File: config.mk
export PLATFORM = sky130hd
export DESIGN_NAME = zoom_sequence_ctrl
export DESIGN_NICKNAME = d
export VERILOG_FILES = /design/src/rtl/zoom_ctrl_pkg.sv /design/src/rtl/zoom_tick_gen.sv /design/src/rtl/zoom_sequence_ctrl.sv
export SDC_FILE = /design/constraint.sdc
export NUM_CORES = 1
export LEC_CHECK = 0
export ABC_AREA = 1
export CAP_MARGIN = 20
export CORE_MARGIN = 1.5
export CORE_UTILIZATION = 28
export DETAILED_ROUTE_END_ITERATION = 10
export GPL_ROUTABILITY_DRIVEN = 1
export GPL_TIMING_DRIVEN = 0
export PLACE_DENSITY = 0.46
export SYNTH_ARGS = -nofsm -noshare
export SYNTH_HDL_FRONTEND = slang
export SYNTH_HIERARCHICAL = 1
export SYNTH_SLANG_ARGS = --single-unit
File: constraint.sdc
create_clock -name clk_50mhz -period 2.2 [get_ports clk_50mhz]
set_input_delay 0.22 -clock clk_50mhz [delete_from_list [all_inputs] [get_ports clk_50mhz]]
set_output_delay 0.22 -clock clk_50mhz [all_outputs]
set_load 0.005 [all_outputs]
File: src/rtl/zoom_ctrl_pkg.sv
`default_nettype none
// ============================================================================
// Module      : zoom_ctrl_pkg
// Description : Shared types and elaboration-time helpers for the zoom
//               sequence controller: FSM state encoding, ping-pong direction
//               encoding, and the prescaler period / counter width functions.
// Revision    : 1.0 - initial release
// ============================================================================
package zoom_ctrl_pkg;

    typedef enum logic [1:0] {
        ST_IDLE      = 2'd0,
        ST_LAUNCH    = 2'd1,
        ST_WAIT_DONE = 2'd2,
        ST_DWELL     = 2'd3
    } zoom_state_e;

    typedef enum logic {
        DIR_UP   = 1'b0,
        DIR_DOWN = 1'b1
    } zoom_dir_e;

    // Prescaler period in input clock cycles.
    function automatic int calc_period(input int clk_hz, input int tick_hz);
        return clk_hz / tick_hz;
    endfunction

    // Width of a counter holding 0..n-1 (at least one bit).
    function automatic int cnt_width(input int n);
        return (n <= 2) ? 1 : $clog2(n);
    endfunction

endpackage : zoom_ctrl_pkg
`default_nettype wire

File: src/rtl/zoom_tick_gen.sv
`default_nettype none
// ============================================================================
// Module      : zoom_tick_gen
// Description : Dwell-tick prescaler. Counts 0..PERIOD-1 while run_i is high
//               and clear_i is low; tick_o is a registered one-cycle pulse in
//               the cycle after the terminal count. Clear or stop resets both
//               the count and the pending tick.
// Ports       : clk_i   - clock
//               rst_i   - synchronous active-high reset
//               run_i   - count enable
//               clear_i - synchronous clear (dominates run_i)
//               tick_o  - terminal-count pulse
// Revision    : 1.0 - initial release
// ============================================================================
module zoom_tick_gen
    import zoom_ctrl_pkg::*;
#(
    parameter int PERIOD = 4
) (
    input  logic clk_i,
    input  logic rst_i,
    input  logic run_i,
    input  logic clear_i,
    output logic tick_o
);

    localparam int              CNT_W    = cnt_width(PERIOD);
    localparam logic [CNT_W-1:0] CNT_LAST = CNT_W'(PERIOD - 1);

    logic [CNT_W-1:0] cnt_q;
    logic             tick_q;

    always_ff @(posedge clk_i) begin
        if (rst_i || clear_i || !run_i) begin
            cnt_q  <= '0;
            tick_q <= 1'b0;
        end else if (cnt_q == CNT_LAST) begin
            cnt_q  <= '0;
            tick_q <= 1'b1;
        end else begin
            cnt_q  <= cnt_q + 1'b1;
            tick_q <= 1'b0;
        end
    end

    assign tick_o = tick_q;

endmodule : zoom_tick_gen
`default_nettype wire

File: src/rtl/zoom_sequence_ctrl.sv
`default_nettype none
// ============================================================================
// Module      : zoom_sequence_ctrl
// Description : Autoplay / manual-step controller for the zoom datapath.
//               Selects zoom_level, launches one pass per level with a
//               start/done handshake, then dwells HOLD_TICKS prescaled ticks
//               before auto-advancing. Build option ZOOM_SEQ_PINGPONG_EN
//               selects ping-pong level advance instead of wrap-around.
// Ports       : clk_50mhz  - clock
//               rst        - synchronous active-high reset
//               enable     - autoplay run level
//               step_req   - manual advance pulse
//               zoom_done  - datapath pass complete pulse
//               zoom_start - pass launch pulse (registered)
//               zoom_level - current level (registered, stable while busy)
//               busy       - high in LAUNCH and WAIT_DONE (registered)
//               tick       - prescaler pulse (debug)
// Revision    : 1.0 - initial release
// ============================================================================
module zoom_sequence_ctrl
    import zoom_ctrl_pkg::*;
#(
    parameter int CLK_HZ     = 50_000_000,
    parameter int TICK_HZ    = 2,
    parameter int HOLD_TICKS = 4,
    parameter int NUM_LEVELS = 4,
    parameter int LEVEL_W    = 2
) (
    input  logic               clk_50mhz,
    input  logic               rst,
    input  logic               enable,
    input  logic               step_req,
    input  logic               zoom_done,
    output logic               zoom_start,
    output logic [LEVEL_W-1:0] zoom_level,
    output logic               busy,
    output logic               tick
);

    localparam int                  PERIOD     = calc_period(CLK_HZ, TICK_HZ);
    localparam int                  DWELL_W    = cnt_width(HOLD_TICKS);
    localparam logic [DWELL_W-1:0]  DWELL_LAST = DWELL_W'(HOLD_TICKS - 1);
    localparam logic [LEVEL_W-1:0]  LEVEL_LAST = LEVEL_W'(NUM_LEVELS - 1);

    zoom_state_e        state_q, state_d;
    logic [DWELL_W-1:0] dwell_q, dwell_d;
    logic [LEVEL_W-1:0] level_q, level_d, adv_level;
    logic               start_q, busy_q;
    logic               do_adv;
    logic               tick_w;

    // The prescaler only runs while the FSM stays in DWELL, so every DWELL
    // entry starts from a zero count and no tick can leak out of DWELL.
    zoom_tick_gen #(
        .PERIOD (PERIOD)
    ) u_tick_gen (
        .clk_i   (clk_50mhz),
        .rst_i   (rst),
        .run_i   (state_q == ST_DWELL),
        .clear_i (state_d != ST_DWELL),
        .tick_o  (tick_w)
    );

`ifdef ZOOM_SEQ_PINGPONG_EN
    zoom_dir_e dir_q, dir_d, adv_dir;

    // Bounce between 0 and LEVEL_LAST; a single level never moves.
    always_comb begin
        adv_level = level_q;
        adv_dir   = dir_q;
        if (NUM_LEVELS > 1) begin
            if (dir_q == DIR_UP) begin
                if (level_q == LEVEL_LAST) begin
                    adv_level = level_q - 1'b1;
                    adv_dir   = DIR_DOWN;
                end else begin
                    adv_level = level_q + 1'b1;
                end
            end else begin
                if (level_q == '0) begin
                    adv_level = level_q + 1'b1;
                    adv_dir   = DIR_UP;
                end else begin
                    adv_level = level_q - 1'b1;
                end
            end
        end
    end

    always_comb begin
        dir_d = do_adv ? adv_dir : dir_q;
    end
`else
    // Wrap-around; with one level LEVEL_LAST is 0, so the level holds at 0.
    always_comb begin
        adv_level = (level_q == LEVEL_LAST) ? '0 : level_q + 1'b1;
    end
`endif

    // Next-state logic. A step and the final tick in the same cycle share
    // one do_adv, so the level only ever moves by one per launch.
    always_comb begin
        state_d = state_q;
        dwell_d = dwell_q;
        do_adv  = 1'b0;
        case (state_q)
            ST_IDLE: begin
                if (step_req) begin
                    do_adv  = 1'b1;
                    state_d = ST_LAUNCH;
                end else if (enable) begin
                    state_d = ST_LAUNCH;
                end
            end
            ST_LAUNCH: begin
                state_d = ST_WAIT_DONE;
            end
            ST_WAIT_DONE: begin
                if (zoom_done) begin
                    state_d = ST_DWELL;
                    dwell_d = '0;
                end
            end
            ST_DWELL: begin
                if (step_req) begin
                    do_adv  = 1'b1;
                    state_d = ST_LAUNCH;
                end else if (tick_w && (dwell_q == DWELL_LAST) && enable) begin
                    do_adv  = 1'b1;
                    state_d = ST_LAUNCH;
                end else if (!enable) begin
                    state_d = ST_IDLE;
                end else if (tick_w) begin
                    dwell_d = dwell_q + 1'b1;
                end
            end
            default: begin
                state_d = ST_IDLE;
            end
        endcase
        level_d = do_adv ? adv_level : level_q;
    end

    // State and registered outputs; outputs are derived from the next state
    // so they line up with the state they describe.
    always_ff @(posedge clk_50mhz) begin
        if (rst) begin
            state_q <= ST_IDLE;
            dwell_q <= '0;
            level_q <= '0;
            start_q <= 1'b0;
            busy_q  <= 1'b0;
`ifdef ZOOM_SEQ_PINGPONG_EN
            dir_q   <= DIR_UP;
`endif
        end else begin
            state_q <= state_d;
            dwell_q <= dwell_d;
            level_q <= level_d;
            start_q <= (state_d == ST_LAUNCH);
            busy_q  <= (state_d == ST_LAUNCH) || (state_d == ST_WAIT_DONE);
`ifdef ZOOM_SEQ_PINGPONG_EN
            dir_q   <= dir_d;
`endif
        end
    end

    assign zoom_start = start_q;
    assign zoom_level = level_q;
    assign busy       = busy_q;
    assign tick       = tick_w;

endmodule : zoom_sequence_ctrl
`default_nettype wire

# Word level (Yosys, flattened, before mapping)
# Cells that the tools add are included.
[word_totals]
in_bits = 5
output_inout_bits = 5
reg_bits = 34
[op_classes]
reduce_logical = 10
muxes = 19
addsub = 3
n_eq_ne = 14
[ops]
columns = ["operator", "count"]
rows = [
  ["$add 25x1->25 const B", 1],
  ["$eq 25x25->1 const B", 1],
  ["$mux 2", 12],
  ["$ne 2x2->1 const B", 6],
  ["$eq 2x2->1 const B", 5],
  ["$pmux 2 s4", 1],
  ["$reduce_and 6->1", 1],
  ["$add 2x1->2 const B", 2],
  ["$eq 2x1->1 const B", 2],
  ["$mux 1", 4],
  ["$pmux 2 s2", 1],
  ["$logic_or 1x1->1", 3],
  ["$logic_and 1x1->1", 2],
  ["$logic_not 2->1", 1],
  ["$pmux 1 s2", 1],
  ["$reduce_bool 2->1", 1],
  ["$reduce_or 2->1", 1],
  ["$logic_not 1->1", 1],
]

# Depth between registers and ports, before layout
# Gate-level depths: netlist (run 1).
[depth]
depth_word = 10
depth_mapped = 16

# Hierarchy
# The synthesis (run 1) kept the hierarchy.
[by_module_without_submodules]
columns = ["mod", "area_each_um2", "instances", "cells_each"]
rows = [
  ["zoom_tick_gen", 1376.3, 1, 209],
  ["zoom_sequence_ctrl", 540.5, 1, 78],
]

# Worst setup path before layout (run 1)
# OpenSTA, ideal clock, no wires.
[synth_timing]
path_type = "register to register"
from = "reg state_q[0]"
to = "reg u_tick_gen.cnt_q[10]"
path_slack_ps = 440
setup_ps = 70
arrival_time_ps = 1691
t_required_ps = 2130
path_stages_with_launch = 16
path_buffers = 1
path_cell_list = "dfxtp_1 -> inv_1 -> ha_1 -> inv_1 -> nor2_1 -> nor2_1 -> nand2_1 -> nand2_1 -> ha_1 -> inv_1 -> nor2_1 -> nand2_1 -> inv_1 -> nand2_4 -> buf_8 -> a21oi_1"
[synth_via]
elab_chain_len = 8
[synth_lines]
columns = ["element", "line_no", "text"]
rows = [
  ["from (decl)", "zoom_sequence_ctrl.sv:45", "zoom_state_e state_q, state_d;"],
  ["from (signal assigned)", "zoom_sequence_ctrl.sv:157", "state_q <= state_d;"],
  ["$mux 2", "zoom_sequence_ctrl.sv:131", "end else if (!enable) begin"],
  ["$mux 2", "zoom_sequence_ctrl.sv:128", "end else if (tick_w && (dwell_q == DWELL_LAST) && enable) begin"],
  ["$mux 2", "zoom_sequence_ctrl.sv:125", "if (step_req) begin"],
  ["$pmux 2 s4", "zoom_sequence_ctrl.sv:106", "case (state_q)"],
  ["$ne 2x2->1", "zoom_sequence_ctrl.sv:60", ".clear_i (state_d != ST_DWELL),"],
  ["$logic_or 1x1->1", "zoom_tick_gen.sv:34", "if (rst_i || clear_i || !run_i) begin"],
  ["$logic_or 1x1->1 *", "zoom_tick_gen.sv:34", ""],
  ["$reduce_or 2->1 (no line) *", "-", ""],
  ["to (signal assigned)", "zoom_tick_gen.sv:41", "cnt_q <= cnt_q + 1'b1;"],
  ["to (decl)", "zoom_tick_gen.sv:30", "logic [CNT_W-1:0] cnt_q;"],
]
# Every way passes the cells marked *; elsewhere a longest branch is shown, timed or not.
# A chain may end at the register's enable or synchronous reset.

# Final worst setup path (run 1)
# Ends and elaborated chain as after synthesis.

==> results.txt, run 1 <==
Status -> finished, final reports clean
Sequential area share after synthesis -> 35.5%
Worst slew pin tran -> 0.269 ns
CTS sink count -> 34
Starting Density -> 29.5%
Static leakage -> 0.838 nW
Final Util -> 33.9%
Post-Syn Area -> 1920 um2
Final period util -> 87.2%
# Max-Cap Violations -> 0
CTS Buf Count -> 5
RSZ-0062 raised after global routing -> no
CP Launch Point -> state_q[0]
Cell taking the most area after synthesis -> dfxtp_1
Initial antenna violation count -> 0
Highest Signal Layer -> met4
Total Wirelength -> 3860 um
Crit Path Max Fanout -> 10
Post-Syn Nets -> 301
Fin area -> 2200 um2
Crit end category -> register
Final GP Congestion -> 0.789
TritonCTS clock tree -> done
Type of the tightest min-delay check -> register to register
Largest net degree at the start of global routing -> 12
Share of cells above drive strength 1 -> 10.9%
DR WL/cell -> 10.1 um
Initial DRC Count -> 41
HPWL Detailed -> 2980 um
Total Power -> 0.00131 W
Met3 WL post-DR -> 99 um
Final setup TNS -> 0 ns
Vias in the first global route -> 1537
DIE HEIGHT -> 85.7 um
Die W -> 85.7 um
Hold Violations, Final -> 0
Reg2reg path depth -> 15
Syn_area_per_cell -> 6.68 um2
Met2 wire length -> 1720 um
Clock slew at reported path FFs -> 0.07 ns
PD cells -> 597 nW/um2
Final net count -> 317
Mapped Cells -> 287
Minimum clock period -> 1.92 ns
Placed Area -> 2100 um2
Synth top area share -> 35.5%
Req. time, crit path -> 2.42 ns
Top cells by area, synth -> dfxtp_1, nand2_1, nor2_1, inv_1, nand3_1
Clk Latency, worst-skew pair -> 0.29 ns
WS Path Type -> register to register
Synth-to-layout area growth -> 14.9%
Drt drc -> 0
Diode count -> 0
Cell variety after synth -> 24
Flops & latches, synth -> 34
Setup Skew -> 0.00813 ns
Most frequent cells in the layout -> nand2_1, nor2_1, inv_1
Crit start category -> register
Max-slew headroom -> 81.9%
Worst hold slack -> 0.449 ns
# hold bufs at CTS -> 0
Min-Delay Startpoint -> u_tick_gen/cnt_q[0]
Total number of vias -> 1647
Post-route ant nets -> 0
Port Buffer Count -> 9
First-pass GRT wire length -> 6890 um
Total gr overflow -> 0
Overall Global Routing Usage -> 11.8%
Final slew viol count -> 0
TritonRoute pass-1 iters -> 4
Core Rows -> 29
DRT met1 WL -> 1970 um
Root Driver -> clkbuf_8
Worst path arrival time -> 2.13 ns
Vias per cell -> 4.32
Final setup viols -> 0
RR Startpoint -> state_q[0]
Core area -> 6490 um2
Fmax -> 0.521 GHz
Yosys warning count -> 6
H-tree depth -> 2
Most common cell after layout, fill and taps aside -> nand2_1
Total die area -> 7350 um2
Ports -> 10
Hold Path Stages -> 1
Maximum VDD drop -> 0.000246 V
Maximum root-to-sink buffer count -> 2
-- power by group --
group / total [W] / switching [W] / internal [W]
logic: 0.000170 / 0.0000863 / 0.0000837
registers: 0.000655 / 0.0000147 / 0.000640
clock network: 0.000490 / 0.000238 / 0.000252
-- kinds of logic (layout without fill, tap and decap cells) --
kind of cell               Yosys count  after routing  share of synthesized area, %
and+or+nand+nor                    173            173                          39.0
xor gates and xnor gates             9              9                          4.11
AOI/OAI and AO/OA                   18             18                          4.90
adders and majority gates            9              9                          5.87
DFF                                 34             34                          35.5
buffers and inverters               44             61                          10.6
-- stage by stage --
step                setup WS, ns  instances
finish                     0.282        381
global route             0.00496        381
CTS                        0.115        381
detailed placement        0.0966        373
global placement          0.0869        373
floorplan                  0.440        287
-- Yosys cell counts --
library cell  instances
clkinv_1              1
nand2_1              84
ha_1                  9
nand3_1              23
nor2_2                4
nor2_1               48
clkinv_2              2
a21oi_2               1
o21ai_1               1
nand2_4               1
nand3_2               1
xnor2_1               3
a21oi_1              12
bufinv_8              1
xor2_1                6
inv_2                 1
nor2_4                3
nand4_1               3
buf_8                 2
nand2_2               5
dfxtp_1              34
o21ai_0               4
or2_1                 1
inv_1                37
-- metal layers --
layer,vias up,global-route usage [%]
li1,911,-
met1,717,15.0
met2,13,19.1
met3,6,2.98
met4,0,4.84
met5,-,0
-- state kept, by name (all words and copies together), names as in the netlist --
signal and flops:
busy 1, dwell_q 2, state_q 2, u_tick_gen/cnt_q 25, u_tick_gen/tick_o 1, zoom_level 2, zoom_start 1
-- path summary, 6_finish.rpt --
check | end | slack, ns
setup / recovery | u_tick_gen/cnt_q[10] | 0.28
setup reg to reg | u_tick_gen/cnt_q[10] | 0.28
hold / removal | u_tick_gen/cnt_q[0] | 0.45
hold reg to reg | u_tick_gen/cnt_q[0] | 0.45
-- layout make-up --
| cell class | count | area [um2] |
|---|---|---|
| tap | 77 | 96.3 |
| multi-input combinational | 209 | 1030 |
| buffer | 2 | 30.0 |
| clock inverter | 2 | 12.5 |
| fill | 710 | 4290 |
| inverter | 42 | 174 |
| timing repair buffer | 9 | 90.1 |
| sequential | 34 | 683 |
| clock buffer | 6 | 82.6 |
-- what timing repair did --
item / in CTS / in global routing
setup buffers: 0 / 0
gates resized for setup: 0 / 4
setup endpoints to repair: 0 / 21
-- critical path, stage by stage, from the launching register on --
cell	delay, ns
dfxtp_2	0.36
inv_2	0.07
ha_1	0.21
inv_1	0.12
nor2_1	0.06
nor2_1	0.08
nand2_1	0.08
nand2_1	0.09
ha_1	0.14
inv_1	0.03
nor2_1	0.09
nand2_1	0.07
inv_1	0.10
nand2_4	0.09
buf_8	0.16
a21oi_1	0.10
No activity file was read; power rests on OpenSTA's default activity.
==> run 2: changes to the inputs <==
--- a/config.mk
+++ b/config.mk
@@ -11,8 +11,8 @@
 export CORE_UTILIZATION = 28
 export DETAILED_ROUTE_END_ITERATION = 10
 export GPL_ROUTABILITY_DRIVEN = 1
-export GPL_TIMING_DRIVEN = 0
-export PLACE_DENSITY = 0.46
+export GPL_TIMING_DRIVEN = 1
+export PLACE_DENSITY = 0.48
 export SYNTH_ARGS = -nofsm -noshare
 export SYNTH_HDL_FRONTEND = slang
 export SYNTH_HIERARCHICAL = 1
==> constraint.sdc (replaced) <==
create_clock -name clk_50mhz -period 1.6 [get_ports clk_50mhz]
set_input_delay 0.16 -clock clk_50mhz [delete_from_list [all_inputs] [get_ports clk_50mhz]]
set_output_delay 0.16 -clock clk_50mhz [all_outputs]
set_load 0.005 [all_outputs]
==> results.txt, run 2 (synthesis gave the netlist of run 1 again) <==
Status -> finished with violations
Failing checks -> negative setup slack
Total Wirelength -> 4270 um (+11%)
Vias per cell -> 4.31 (-0.26%)
CTS Buf Count -> 5 (unchanged)
Most frequent cells in the layout -> nand2_1, nor2_1, inv_1, dfxtp_1, nand3_1
Crit start category -> register
Port Buffer Count -> 9 (unchanged)
Core Rows -> 29 (unchanged)
PD cells -> 728 nW/um2 (+22%)
TritonRoute pass-1 iters -> 4 (unchanged)
Worst path arrival time -> 1.96 ns (-0.17 ns)
Max-slew headroom -> 71.8% (-10 points)
H-tree depth -> 2 (unchanged)
Clk Latency, worst-skew pair -> 0.28 ns (about the same)
Pre-CTS setup slack -> -0.364 ns (-0.461 ns)
Drt drc -> 0 (unchanged)
Maximum VDD drop -> 0.000275 V (+12%)
Final GP Congestion -> 0.770 (-2.4%)
WS Path Type -> register to register
Crit end category -> register
Final Util -> 39.3% (+5.4 points)
Setup Skew -> 0.00325 ns (-0.00487 ns)
Final setup viols -> 26 (+26)
Core area -> 6490 um2 (unchanged)
Setup slack after layout -> -0.140 ns (-0.422 ns)
Total gr overflow -> 0 (unchanged)
Final setup TNS -> -2.91 ns (-2.91 ns)
Root Driver -> clkbuf_8
Type of the tightest min-delay check -> register to register
Total die area -> 7350 um2 (unchanged)
HPWL Detailed -> 2950 um (-0.85%)
Overall Global Routing Usage -> 11.9% (+0.078 points)
Total Power -> 0.00186 W (+41%)
Initial DRC Count -> 71 (+73%)
Final period util -> 109% (+22 points)
Hold Violations, Final -> 0 (unchanged)
Diode count -> 0 (unchanged)
Minimum clock period -> 1.74 ns (-0.178 ns)
Reg2reg path depth -> 15 (unchanged)
Share of cells above drive strength 1 -> 26.9% (+16 points)
Maximum root-to-sink buffer count -> 2 (unchanged)
RSZ-0062 raised after global routing -> yes
Final net count -> 338 (+6.6%)
Req. time, crit path -> 1.82 ns (-0.60 ns)
Largest net degree at the start of global routing -> 26 (+14)
Worst slew pin tran -> 0.422 ns (+0.153 ns)
Hold Path Stages -> 1 (unchanged)
Synth-to-layout area growth -> 33.2%
Fmax -> 0.575 GHz (+10%)
Clock slew at reported path FFs -> 0.06 ns (about the same)
Static leakage -> 0.940 nW (+12%)
First-pass GRT wire length -> 6950 um (+0.90%)
Crit Path Max Fanout -> 6 (-4)
Worst hold slack -> 0.445 ns (-0.00382 ns)
TritonCTS clock tree -> done
Ports -> 10 (unchanged)
# fillers -> 717 (+0.99%)
Final slew viol count -> 0 (unchanged)
Most common cell after layout, fill and taps aside -> nand2_1
# hold bufs at CTS -> 0 (unchanged)
Max reg flops -> 25 (unchanged)
DIE HEIGHT -> 85.7 um (unchanged)
Initial antenna violation count -> 0 (unchanged)
DR WL/cell -> 10.6 um (+5.1%)
Footprint of the multi-input gates -> 1250 um2 (+21%)
Reg with most FFs -> u_tick_gen/cnt_q
Starting Density -> 29.5% (unchanged)
Vias in the first global route -> 1580 (+2.8%)
# Max-Cap Violations -> 0 (unchanged)
Die W -> 85.7 um (unchanged)
FF+latch area -> 691 um2 (+1.1%)
CTS sink count -> 34 (unchanged)
Post-route ant nets -> 0 (unchanged)
Total number of vias -> 1729 (+5.0%)
==> run 2: cell count changes in the layout (fill, tap and decap cells not counted), moves of 4 or more <==
cell	change
buf_4	+20
nand2_1	-7
inv_1	-6
nand2_2	+7
ha_4	+4
nor2_4	+5
nor2_1	-7
a21oi_2	+7
a21oi_1	-7
nand2_8	+4
ha_1	-4
==> run 2: final cells by class <==
type                    instances  area share (%)
clock buffers                   7            3.38
inverters                      42            7.50
multi-input cells             212            48.9
flip-flops and latches         34            27.0
well taps                      77            3.77
repair buffers                 29            9.41
==> run 2: path summary, 6_finish.rpt <==
check	startpoint	end	slack (ns)
hold reg to reg	u_tick_gen/cnt_q[0]	u_tick_gen/cnt_q[0]	0.45
setup reg to reg	state_q[0]	u_tick_gen/cnt_q[24]	-0.14
setup / recovery	state_q[0]	u_tick_gen/cnt_q[24]	-0.14
hold / removal	u_tick_gen/cnt_q[0]	u_tick_gen/cnt_q[0]	0.45
==> run 2: where the power goes <==
| group | leakage [nW] | switching [W] | total, W | internal (W) |
|---|---|---|---|---|
| combinational | 0.618 | 0.000149 | 0.000312 | 0.000163 |
| clock | 0.0443 | 0.000294 | 0.000636 | 0.000341 |
| sequential | 0.277 | 0.0000299 | 0.000912 | 0.000882 |
| total | 0.940 | 0.000474 | 0.00186 | 0.00139 |
==> run 2: worst max-delay path, stage by stage (launching register included) <==
cell and delay [ns]:
dfxtp_4 0.37, inv_6 0.07, ha_4 0.14, nand2_2 0.05, nand2_1 0.06, nand2_1 0.06, nand3_2 0.09, nand2_2 0.06
inv_2 0.07, ha_4 0.12, inv_2 0.03, nor2_2 0.10, nand2_2 0.11, inv_8 0.13, nand2_8 0.10, a21oi_2 0.12
==> run 2: layer usage <==
metal | global-route usage, % | part of all wire [%] | up-vias
li1 | - | - | 959
met1 | 14.9 | 49 | 749
met2 | 19.3 | 47 | 16
met3 | 2.69 | 2.1 | 5
met4 | 5.72 | 1.6 | 0
met5 | 0 | 0 | -
==> run 2: stage by stage <==
step	instance area (um2)	instances
2_1_floorplan	1980	287
3_3_place_gp	2280	390
3_5_place_dp	2280	390
4_1_cts	2370	397
5_1_grt	2550	401
6_report	2550	401
==> run 2: timing repair <==
item	CTS	global route
buffers inserted	0	1
resized for setup	1	40
endpoints found under the setup margin	25	26
pin swaps	0	15
gates cloned	0	3
